==> config.mk <==
export PLATFORM = sky130hd
export DESIGN_NAME = multdiv_iter
export DESIGN_NICKNAME = d
export VERILOG_FILES = /design/src/rtl/multdiv_iter_pkg.sv /design/src/rtl/multdiv_iter_booth_recode.sv /design/src/rtl/multdiv_iter.sv
export SDC_FILE = /design/constraint.sdc
export NUM_CORES = 1
export LEC_CHECK = 0
export BUFFER_PORTS_ARGS = -buffer_cell sky130_fd_sc_hd__clkbuf_2
export CAP_MARGIN = 20
export CORE_MARGIN = 1.5
export CORE_UTILIZATION = 50
export CTS_BUF_LIST = sky130_fd_sc_hd__clkbuf_4
export DETAILED_ROUTE_END_ITERATION = 8
export GPL_TIMING_DRIVEN = 0
export PLACE_DENSITY = 0.69
export SLEW_MARGIN = 10
export SYNTH_ARGS = -nofsm -noshare
export SYNTH_HDL_FRONTEND = slang
export SYNTH_SLANG_ARGS = --single-unit
==> constraint.sdc <==
create_clock -name clock -period 9.3 [get_ports clock]
set_clock_uncertainty 0.2 [all_clocks]
set_input_delay 2.79 -clock clock [delete_from_list [all_inputs] [get_ports clock]]
set_output_delay 2.79 -clock clock [all_outputs]
set_load 0.1 [all_outputs]
==> src/rtl/multdiv_iter_pkg.sv <==
// -----------------------------------------------------------------------------
// multdiv_iter_pkg
//   Shared definitions for the iterative multiply/divide unit: FSM state
//   encodings, default latencies, the Booth select bundle and the ALU-op codes
//   that decode uses to raise ctrl_mult / ctrl_div.
// -----------------------------------------------------------------------------
package multdiv_iter_pkg;

  // FSM states; 2-bit binary encoding.
  typedef enum logic [1:0] {
    ST_IDLE = 2'b00,
    ST_MULT = 2'b01,
    ST_DIV  = 2'b10,
    ST_DONE = 2'b11
  } md_state_e;

  // Default datapath width and the latencies it implies.
  localparam int unsigned MD_WIDTH    = 32;
  localparam int unsigned MD_MULT_LAT = MD_WIDTH / 2 + 1;
  localparam int unsigned MD_DIV_LAT  = MD_WIDTH + 1;

  // ALU-op codes shared with decode; decode raises ctrl_mult / ctrl_div
  // when it sees these.
  localparam logic [4:0] ALU_OP_MUL = 5'b00110;
  localparam logic [4:0] ALU_OP_DIV = 5'b00111;

  // Radix-4 Booth digit select: digit = (neg ? -1 : +1) * (two ? 2 : 1),
  // or 0 when zero is set.
  typedef struct packed {
    logic neg;
    logic zero;
    logic two;
  } booth_sel_t;

endpackage : multdiv_iter_pkg

==> src/rtl/multdiv_iter_booth_recode.sv <==
// -----------------------------------------------------------------------------
// multdiv_iter_booth_recode
//   Radix-4 Booth recoder: maps the 3-bit multiplier window
//   {b[2i+1], b[2i], b[2i-1]} onto a {neg, zero, two} digit select.
// Ports:
//   window  in  3  multiplier bit window
//   sel     out 3  booth_sel_t {neg, zero, two}
// -----------------------------------------------------------------------------
module multdiv_iter_booth_recode
  import multdiv_iter_pkg::*;
(
  input  logic [2:0] window,
  output booth_sel_t sel
);

  // Window-to-digit table: 000/111 -> 0, 001/010 -> +1, 011 -> +2,
  // 100 -> -2, 101/110 -> -1.
  always_comb begin
    sel = '{neg: 1'b0, zero: 1'b1, two: 1'b0};
    case (window)
      3'b000:  sel = '{neg: 1'b0, zero: 1'b1, two: 1'b0};
      3'b001:  sel = '{neg: 1'b0, zero: 1'b0, two: 1'b0};
      3'b010:  sel = '{neg: 1'b0, zero: 1'b0, two: 1'b0};
      3'b011:  sel = '{neg: 1'b0, zero: 1'b0, two: 1'b1};
      3'b100:  sel = '{neg: 1'b1, zero: 1'b0, two: 1'b1};
      3'b101:  sel = '{neg: 1'b1, zero: 1'b0, two: 1'b0};
      3'b110:  sel = '{neg: 1'b1, zero: 1'b0, two: 1'b0};
      3'b111:  sel = '{neg: 1'b0, zero: 1'b1, two: 1'b0};
      default: sel = '{neg: 1'b0, zero: 1'b1, two: 1'b0};
    endcase
  end

endmodule : multdiv_iter_booth_recode

==> src/rtl/multdiv_iter.sv <==
// -----------------------------------------------------------------------------
// multdiv_iter
//   Iterative signed multiply / divide unit for the execute stage.
//   Multiply: radix-4 Booth, WIDTH/2 iterations (latency MULT_LAT).
//   Divide:   non-restoring on magnitudes, WIDTH iterations with sign fix-up
//             folded into the last one (latency DIV_LAT). Divide faults still
//             run the full latency so stall timing is fixed per operation.
// Ports:
//   clock       in   1      rising-edge clock
//   reset       in   1      asynchronous active-high reset
//   ctrl_mult   in   1      start signed multiply (wins over ctrl_div)
//   ctrl_div    in   1      start signed divide
//   operand_a   in   WIDTH  multiplicand / dividend
//   operand_b   in   WIDTH  multiplier / divisor
//   result      out  WIDTH  low product bits or quotient
//   exception   out  1      overflow / divide fault, valid with data_ready
//   data_ready  out  1      one-cycle result-valid pulse (state DONE)
//   busy        out  1      operation in flight (pipeline stall request)
// -----------------------------------------------------------------------------
module multdiv_iter
  import multdiv_iter_pkg::*;
#(
  parameter int unsigned WIDTH    = MD_WIDTH,
  parameter int unsigned MULT_LAT = WIDTH / 2 + 1,
  parameter int unsigned DIV_LAT  = WIDTH + 1
) (
  input  logic             clock,
  input  logic             reset,
  input  logic             ctrl_mult,
  input  logic             ctrl_div,
  input  logic [WIDTH-1:0] operand_a,
  input  logic [WIDTH-1:0] operand_b,
  output logic [WIDTH-1:0] result,
  output logic             exception,
  output logic             data_ready,
  output logic             busy
);

  localparam int unsigned CNT_W = $clog2(DIV_LAT);
  localparam int unsigned PW    = 2 * WIDTH + 2;

  // Registered state
  md_state_e          state_r;
  logic [CNT_W-1:0]   cnt_r;
  logic [WIDTH-1:0]   opa_r;          // multiplicand, or divisor magnitude
  logic [PW-1:0]      prod_r;         // {hi[WIDTH+1:0], multiplier/low bits}
  logic               booth_prev_r;   // b[2i-1] of the current window
  logic [WIDTH:0]     rem_r;          // signed partial remainder
  logic [WIDTH-1:0]   quot_r;         // dividend bits out, quotient bits in
  logic               neg_r;
  logic               div_zero_r;
  logic               div_ovf_r;
  logic [WIDTH-1:0]   result_r;
  logic               exception_r;
  logic               data_ready_r;
  logic               busy_r;

  // Combinational
  md_state_e          state_nx_s;
  logic               start_mult_s;
  logic               start_div_s;
  logic               mult_last_s;
  logic               div_last_s;
  logic [WIDTH-1:0]   a_mag_s;
  logic [WIDTH-1:0]   b_mag_s;
  booth_sel_t         booth_sel_s;
  logic [WIDTH+1:0]   mcand_ext_s;
  logic [WIDTH+1:0]   pp_mag_s;
  logic [WIDTH+1:0]   pp_s;
  logic [WIDTH+1:0]   hi_sum_s;
  logic [PW-1:0]      prod_nx_s;
  logic               mult_ovf_s;
  logic [WIDTH:0]     rem_shift_s;
  logic [WIDTH:0]     divisor_ext_s;
  logic [WIDTH:0]     rem_nx_s;
  logic [WIDTH-1:0]   quot_nx_s;
  logic [WIDTH-1:0]   div_res_s;

  assign result     = result_r;
  assign exception  = exception_r;
  assign data_ready = data_ready_r;
  assign busy       = busy_r;

  assign mult_last_s = (cnt_r == CNT_W'(MULT_LAT - 2));
  assign div_last_s  = (cnt_r == CNT_W'(DIV_LAT - 2));

  // Booth digit for the current multiplier window.
  multdiv_iter_booth_recode u_booth_recode (
    .window ({prod_r[1:0], booth_prev_r}),
    .sel    (booth_sel_s)
  );

  // Operand magnitudes for the divider, taken on the accepting edge.
  always_comb begin
    a_mag_s = operand_a;
    b_mag_s = operand_b;
    if (operand_a[WIDTH-1]) begin
      a_mag_s = (~operand_a) + {{(WIDTH-1){1'b0}}, 1'b1};
    end else begin
      a_mag_s = operand_a;
    end
    if (operand_b[WIDTH-1]) begin
      b_mag_s = (~operand_b) + {{(WIDTH-1){1'b0}}, 1'b1};
    end else begin
      b_mag_s = operand_b;
    end
  end

  // One Booth step: add the sign-extended partial product into the high
  // half, then shift the whole product register right arithmetically by 2.
  always_comb begin
    mcand_ext_s = {{2{opa_r[WIDTH-1]}}, opa_r};
    pp_mag_s    = {(WIDTH+2){1'b0}};
    pp_s        = {(WIDTH+2){1'b0}};
    if (booth_sel_s.zero) begin
      pp_mag_s = {(WIDTH+2){1'b0}};
    end else if (booth_sel_s.two) begin
      pp_mag_s = {mcand_ext_s[WIDTH:0], 1'b0};
    end else begin
      pp_mag_s = mcand_ext_s;
    end
    if (booth_sel_s.neg) begin
      pp_s = (~pp_mag_s) + {{(WIDTH+1){1'b0}}, 1'b1};
    end else begin
      pp_s = pp_mag_s;
    end
    hi_sum_s  = prod_r[PW-1:WIDTH] + pp_s;
    prod_nx_s = {{2{hi_sum_s[WIDTH+1]}}, hi_sum_s, prod_r[WIDTH-1:2]};
    // Signed overflow: bits [2W-1:W-1] of the product are not a pure sign run.
    mult_ovf_s = !((&prod_nx_s[2*WIDTH-1:WIDTH-1]) || (~|prod_nx_s[2*WIDTH-1:WIDTH-1]));
  end

  // One non-restoring step. The shift is modulo 2^(WIDTH+1); the true
  // partial remainder always fits, so the dropped top bit is harmless.
  // The quotient bits match restoring division, so no quotient correction.
  always_comb begin
    rem_shift_s   = {rem_r[WIDTH-1:0], quot_r[WIDTH-1]};
    divisor_ext_s = {1'b0, opa_r};
    if (rem_r[WIDTH]) begin
      rem_nx_s = rem_shift_s + divisor_ext_s;
    end else begin
      rem_nx_s = rem_shift_s - divisor_ext_s;
    end
    quot_nx_s = {quot_r[WIDTH-2:0], ~rem_nx_s[WIDTH]};
    if (div_zero_r) begin
      div_res_s = {WIDTH{1'b0}};
    end else if (div_ovf_r) begin
      div_res_s = {1'b1, {(WIDTH-1){1'b0}}};
    end else if (neg_r) begin
      div_res_s = (~quot_nx_s) + {{(WIDTH-1){1'b0}}, 1'b1};
    end else begin
      div_res_s = quot_nx_s;
    end
  end

  // Next-state and start decode; ctrl_* are only looked at in IDLE/DONE.
  always_comb begin
    state_nx_s   = state_r;
    start_mult_s = 1'b0;
    start_div_s  = 1'b0;
    case (state_r)
      ST_IDLE, ST_DONE: begin
        if (ctrl_mult) begin
          start_mult_s = 1'b1;
          state_nx_s   = ST_MULT;
        end else if (ctrl_div) begin
          start_div_s = 1'b1;
          state_nx_s  = ST_DIV;
        end else begin
          state_nx_s = ST_IDLE;
        end
      end
      ST_MULT: begin
        if (mult_last_s) begin
          state_nx_s = ST_DONE;
        end else begin
          state_nx_s = ST_MULT;
        end
      end
      ST_DIV: begin
        if (div_last_s) begin
          state_nx_s = ST_DONE;
        end else begin
          state_nx_s = ST_DIV;
        end
      end
      default: state_nx_s = ST_IDLE;
    endcase
  end

  // State register, datapath registers and registered outputs.
  always_ff @(posedge clock or posedge reset) begin
    if (reset) begin
      state_r      <= ST_IDLE;
      cnt_r        <= {CNT_W{1'b0}};
      opa_r        <= {WIDTH{1'b0}};
      prod_r       <= {PW{1'b0}};
      booth_prev_r <= 1'b0;
      rem_r        <= {(WIDTH+1){1'b0}};
      quot_r       <= {WIDTH{1'b0}};
      neg_r        <= 1'b0;
      div_zero_r   <= 1'b0;
      div_ovf_r    <= 1'b0;
      result_r     <= {WIDTH{1'b0}};
      exception_r  <= 1'b0;
      data_ready_r <= 1'b0;
      busy_r       <= 1'b0;
    end else begin
      state_r      <= state_nx_s;
      busy_r       <= (state_nx_s == ST_MULT) || (state_nx_s == ST_DIV);
      data_ready_r <= (state_nx_s == ST_DONE);
      case (state_r)
        ST_IDLE, ST_DONE: begin
          if (start_mult_s) begin
            cnt_r        <= {CNT_W{1'b0}};
            opa_r        <= operand_a;
            prod_r       <= {{(WIDTH+2){1'b0}}, operand_b};
            booth_prev_r <= 1'b0;
            exception_r  <= 1'b0;
          end else if (start_div_s) begin
            cnt_r       <= {CNT_W{1'b0}};
            opa_r       <= b_mag_s;
            rem_r       <= {(WIDTH+1){1'b0}};
            quot_r      <= a_mag_s;
            neg_r       <= operand_a[WIDTH-1] ^ operand_b[WIDTH-1];
            div_zero_r  <= ~|operand_b;
            div_ovf_r   <= (operand_a == {1'b1, {(WIDTH-1){1'b0}}}) && (&operand_b);
            exception_r <= 1'b0;
          end else begin
            cnt_r <= cnt_r;
          end
        end
        ST_MULT: begin
          prod_r       <= prod_nx_s;
          booth_prev_r <= prod_r[1];
          cnt_r        <= cnt_r + CNT_W'(1);
          if (mult_last_s) begin
            result_r    <= prod_nx_s[WIDTH-1:0];
            exception_r <= mult_ovf_s;
          end else begin
            result_r <= result_r;
          end
        end
        ST_DIV: begin
          rem_r  <= rem_nx_s;
          quot_r <= quot_nx_s;
          cnt_r  <= cnt_r + CNT_W'(1);
          if (div_last_s) begin
            result_r    <= div_res_s;
            exception_r <= div_zero_r | div_ovf_r;
          end else begin
            result_r <= result_r;
          end
        end
        default: begin
          cnt_r <= {CNT_W{1'b0}};
        end
      endcase
    end
  end

endmodule : multdiv_iter

==> summary.txt <==
Run status
  • Outcome: finished clean

Drt
  • Drt first pass iters: 8
  • DRC violation count after routing: 0
  • Total number of vias: 17.73k
  • Violation count after the first detailed-routing iteration: 1,785
  • Per-cell via count in the routed design: 6.284
  • Antenna-violating nets left: 0
  • Total Routed Length: 61,940 um
  • Mean routed wirelength per cell: 21.95 um

Finish
  • Non-Filler Cell Area, Final: 18,860 sq um
  • Share of layout cells above drive strength 1: 10.07%
  • Net count of the finished layout: 2,469
  • Synthesis-to-layout area growth: 10.97%
  • Final design utilization: 56.23%
  • Fillers: 3,261

Clock network
  • Clock insertion delay at the later pin of the skew report: 0.85 ns
  • Number of buffers inserted during clock tree synthesis: 61
  • Root buf cell: clkbuf_4
  • Number of gates resized after cts: 0
  • Buffer levels on the longest clock path: 3
  • Number of setup buffers added after CTS: 0
  • Number of sinks driven by the clock tree: 208
  • CTS tree: yes
  • H-tree Lvls: 2
  • Clock transition at path regs: 0.07 ns
  • CTS Hold Bufs: 0

Floorplanning
  • Row count: 67
  • Core Region: 33,530 sq um
  • DIE HEIGHT: 187.3 um
  • Die Area: 35,100 sq um
  • Number of placed I/O pins: 103
  • Initial cell density of the core: 50.67%
  • Horizontal die dimension: 187.3 um

Timing
  • Remaining max-slew budget at the tightest pin: 21.84%
  • Actual slew at the worst max-slew pin: 1.162 ns
  • Final-report setup violation count: 0
  • Setup ws final: 1.206 ns
  • Highest achievable clock rate: 123.6 MHz
  • Total count of max-transition violations in the final report: 0
  • RSZ-0062 raised after global routing: no
  • Ratio of final minimum period to clock period: 87.03%
  • Shortest period the worst path allows: 8.094 ns
  • Number of endpoints with negative hold slack in the final report: 0

Critical path
  • Worst Path Class, Setup: reg2reg
  • R2R Path End: exception
  • Type of element launching the critical path: register
  • Last element of the critical path: exception
  • Launch point of the worst path: booth_prev_r
  • Worst R2R Path Depth: 27
  • Worst Path Required: 9.77 ns
  • Launching point of the worst reg2reg path: booth_prev_r
  • Setup slack of the most critical reg-to-reg path: 1.21 ns
  • Category of the worst setup path capture point: register
  • Arrival @ worst endpoint: 8.56 ns
  • Largest driver fanout on the critical path: 10

Yosys
  • Yosys reg bits: 208
  • Number of distinct library cells after synthesis: 80
  • Main synth FF type: dfrtp_1
  • Top cell type by total area after synthesis: dfrtp_1
  • Multiplexer share of the synthesized area: 3.262%
  • Largest cells by area after synthesis: dfrtp_1 (31%), o21ai_0 (7.4%), xor2_1 (6.6%), nand2_1 (5.9%), ha_1 (5.5%)
  • Dominant combinational cell family by area after synthesis: compound AO/OA/AOI/OAI gates
  • Basic-gate share of the synthesized area counting and, or, nand and nor cells: 18.95%
  • Share of Yosys cell area claimed by the top area cell type: 30.63%
  • Register area share after synthesis: 30.63%
  • Synthesis warning total: 0
  • Synthesized net count: 2,304
  • Fraction of registers with async set/reset: 100.0%
  • Post-synthesis cell count: 2,159
  • Post-Synth XOR/XNOR Area: 10.41%
  • Post-synth EDFFs: 0
  • Compound-Gate Fraction of Synth Area: 26.20%
  • Cell area after synthesis: 16,990 sq um
  • Most instantiated cells after synthesis: nand2_1 (265), o21ai_0 (252), dfrtp_1 (208)
  • Most common cell in the synthesized netlist: nand2_1
  • Synthesized area divided by synthesized cell count: 7.870 sq um
  • Adder-cell area share of the yosys netlist: 5.758%

Place
  • HPWL Detailed: 47,760 um
  • Minimum setup slack after placement: 1.450 ns
  • Port buffer count: 101
  • DP Area: 18,090 sq um
  • Placer's final routability congestion estimate: 1.018

Global routing
  • Global-route usage over all layers: 34.86%
  • Global-route wire length before repair: 95,610 um
  • Vias in the first global route: 16.99k
  • Maximum number of pins on one net before global-route repair: 106
  • Remaining global-route overflow: 0
  • Initial antenna violation count: 1

Flow run
  • Total of max-cap violations: 0

Min path
  • Path category of the worst min-delay check: reg2reg
  • Cell depth of the worst min-delay path: 2
==> sequential cells by signal, indices dropped and copies added, names as in the netlist <==
name          cells
booth_prev_r      1
busy              1
cnt_r             6
data_ready        1
div_ovf_r         1
div_zero_r        1
exception         1
neg_r             1
opa_r            32
prod_r           64
quot_r           32
rem_r            33
result           32
state_r           2
==> stage by stage <==
stage / hold WS [ns] / setup TNS, ns / cells
2_1_floorplan: 0.2538 / 0 / 2159
3_3_place_gp: 0.2718 / -407.26 / 2708
3_5_place_dp: 0.2812 / 0 / 2709
4_1_cts: 0.2956 / 0 / 2821
5_1_grt: 0.3257 / 0 / 2822
6_report: 0.2927 / 0 / 2822
==> cells in the final DEF, fill, tap and decap left out, drive strengths merged, types with 31 or more instances in the layout <==
cell / synthesis / layout
a21oi: 157 / 157
ha: 75 / 75
dfrtp: 208 / 208
xor2: 129 / 129
clkbuf: 121 / 308
or3: 31 / 31
nor3: 48 / 48
xnor2: 72 / 72
inv: 77 / 78
o31ai: 32 / 32
mux2i: 43 / 43
a22oi: 46 / 46
nor2: 167 / 167
o21ai: 259 / 259
nand2: 265 / 265
==> worst max-delay path, stage by stage (launching register included) <==
cell and delay, ns:
dfrtp_1 0.38, buf_2 0.18, nor2b_1 0.20, a21oi_1 0.49
clkbuf_1 0.42, o21ai_0 0.19, nand2_1 0.15, ha_1 0.27
o2111ai_1 0.24, or3_1 0.40, clkbuf_1 0.17, or2_2 0.34
nand2_1 0.09, xor2_1 0.07, o21ai_0 0.29, ha_1 0.29
clkbuf_1 0.19, a21oi_1 0.28, o22ai_1 0.13, o41ai_1 0.46
o211ai_1 0.24, nand3_1 0.19, o21ai_0 0.13, xnor2_1 0.41
nand4_1 0.21, or4_1 0.52, o32ai_1 0.70, a21oi_1 0.12
==> routing by layer <==
layer  up-vias  share of wire [%]  global-route usage, %
met4         0                4.7                  18.49
met5         -                  0                      0
met2       937                 46                  56.38
met3       161                8.7                  5.929
met1      8497                 40                  44.60
li1       8138                  -                      -
==> logic make-up after synthesis <==
| logic type | Yosys count |
|---|---|
| muxes | 54 |
| AOI/OAI and AO/OA | 715 |
| DFF | 208 |
| buffers and inverters | 215 |
| xor gates and xnor gates | 201 |
| adders and majority gates | 77 |
| and+or+nand+nor | 689 |
==> how the worst min path moves through the flow <==
| stage | startpoint | end | slack [ns] |
|---|---|---|---|
| after global routing | result[8] | result[8] | 0.33 |
| after CTS | prod_r[54] | prod_r[54] | 0.30 |
| after global placement | prod_r[51] | prod_r[51] | 0.27 |
| after floorplan | quot_r[31] | quot_r[31] | 0.25 |
| final | rem_r[23] | rem_r[23] | 0.29 |
| after detailed placement | prod_r[42] | prod_r[42] | 0.28 |
==> final cells by class <==
type                            count  area [sq um]  area share [%]
Clock buffer                       86         645.6           3.424
Antenna cell                        1         2.502         0.01327
Buffer                            137         520.5           2.760
Clock inverter                     26         115.1          0.6105
Inverter                           78         300.3           1.593
Multi-Input combinational cell   1736         10970           58.19
Timing Repair Buffer              102         533.0           2.827
Tap cell                          448         560.5           2.973
Sequential cell                   208          5205           27.60
Power is left out: the tool's default activity adds up to more than one toggle a clock period on the data nets, which glitch-free logic cannot reach.
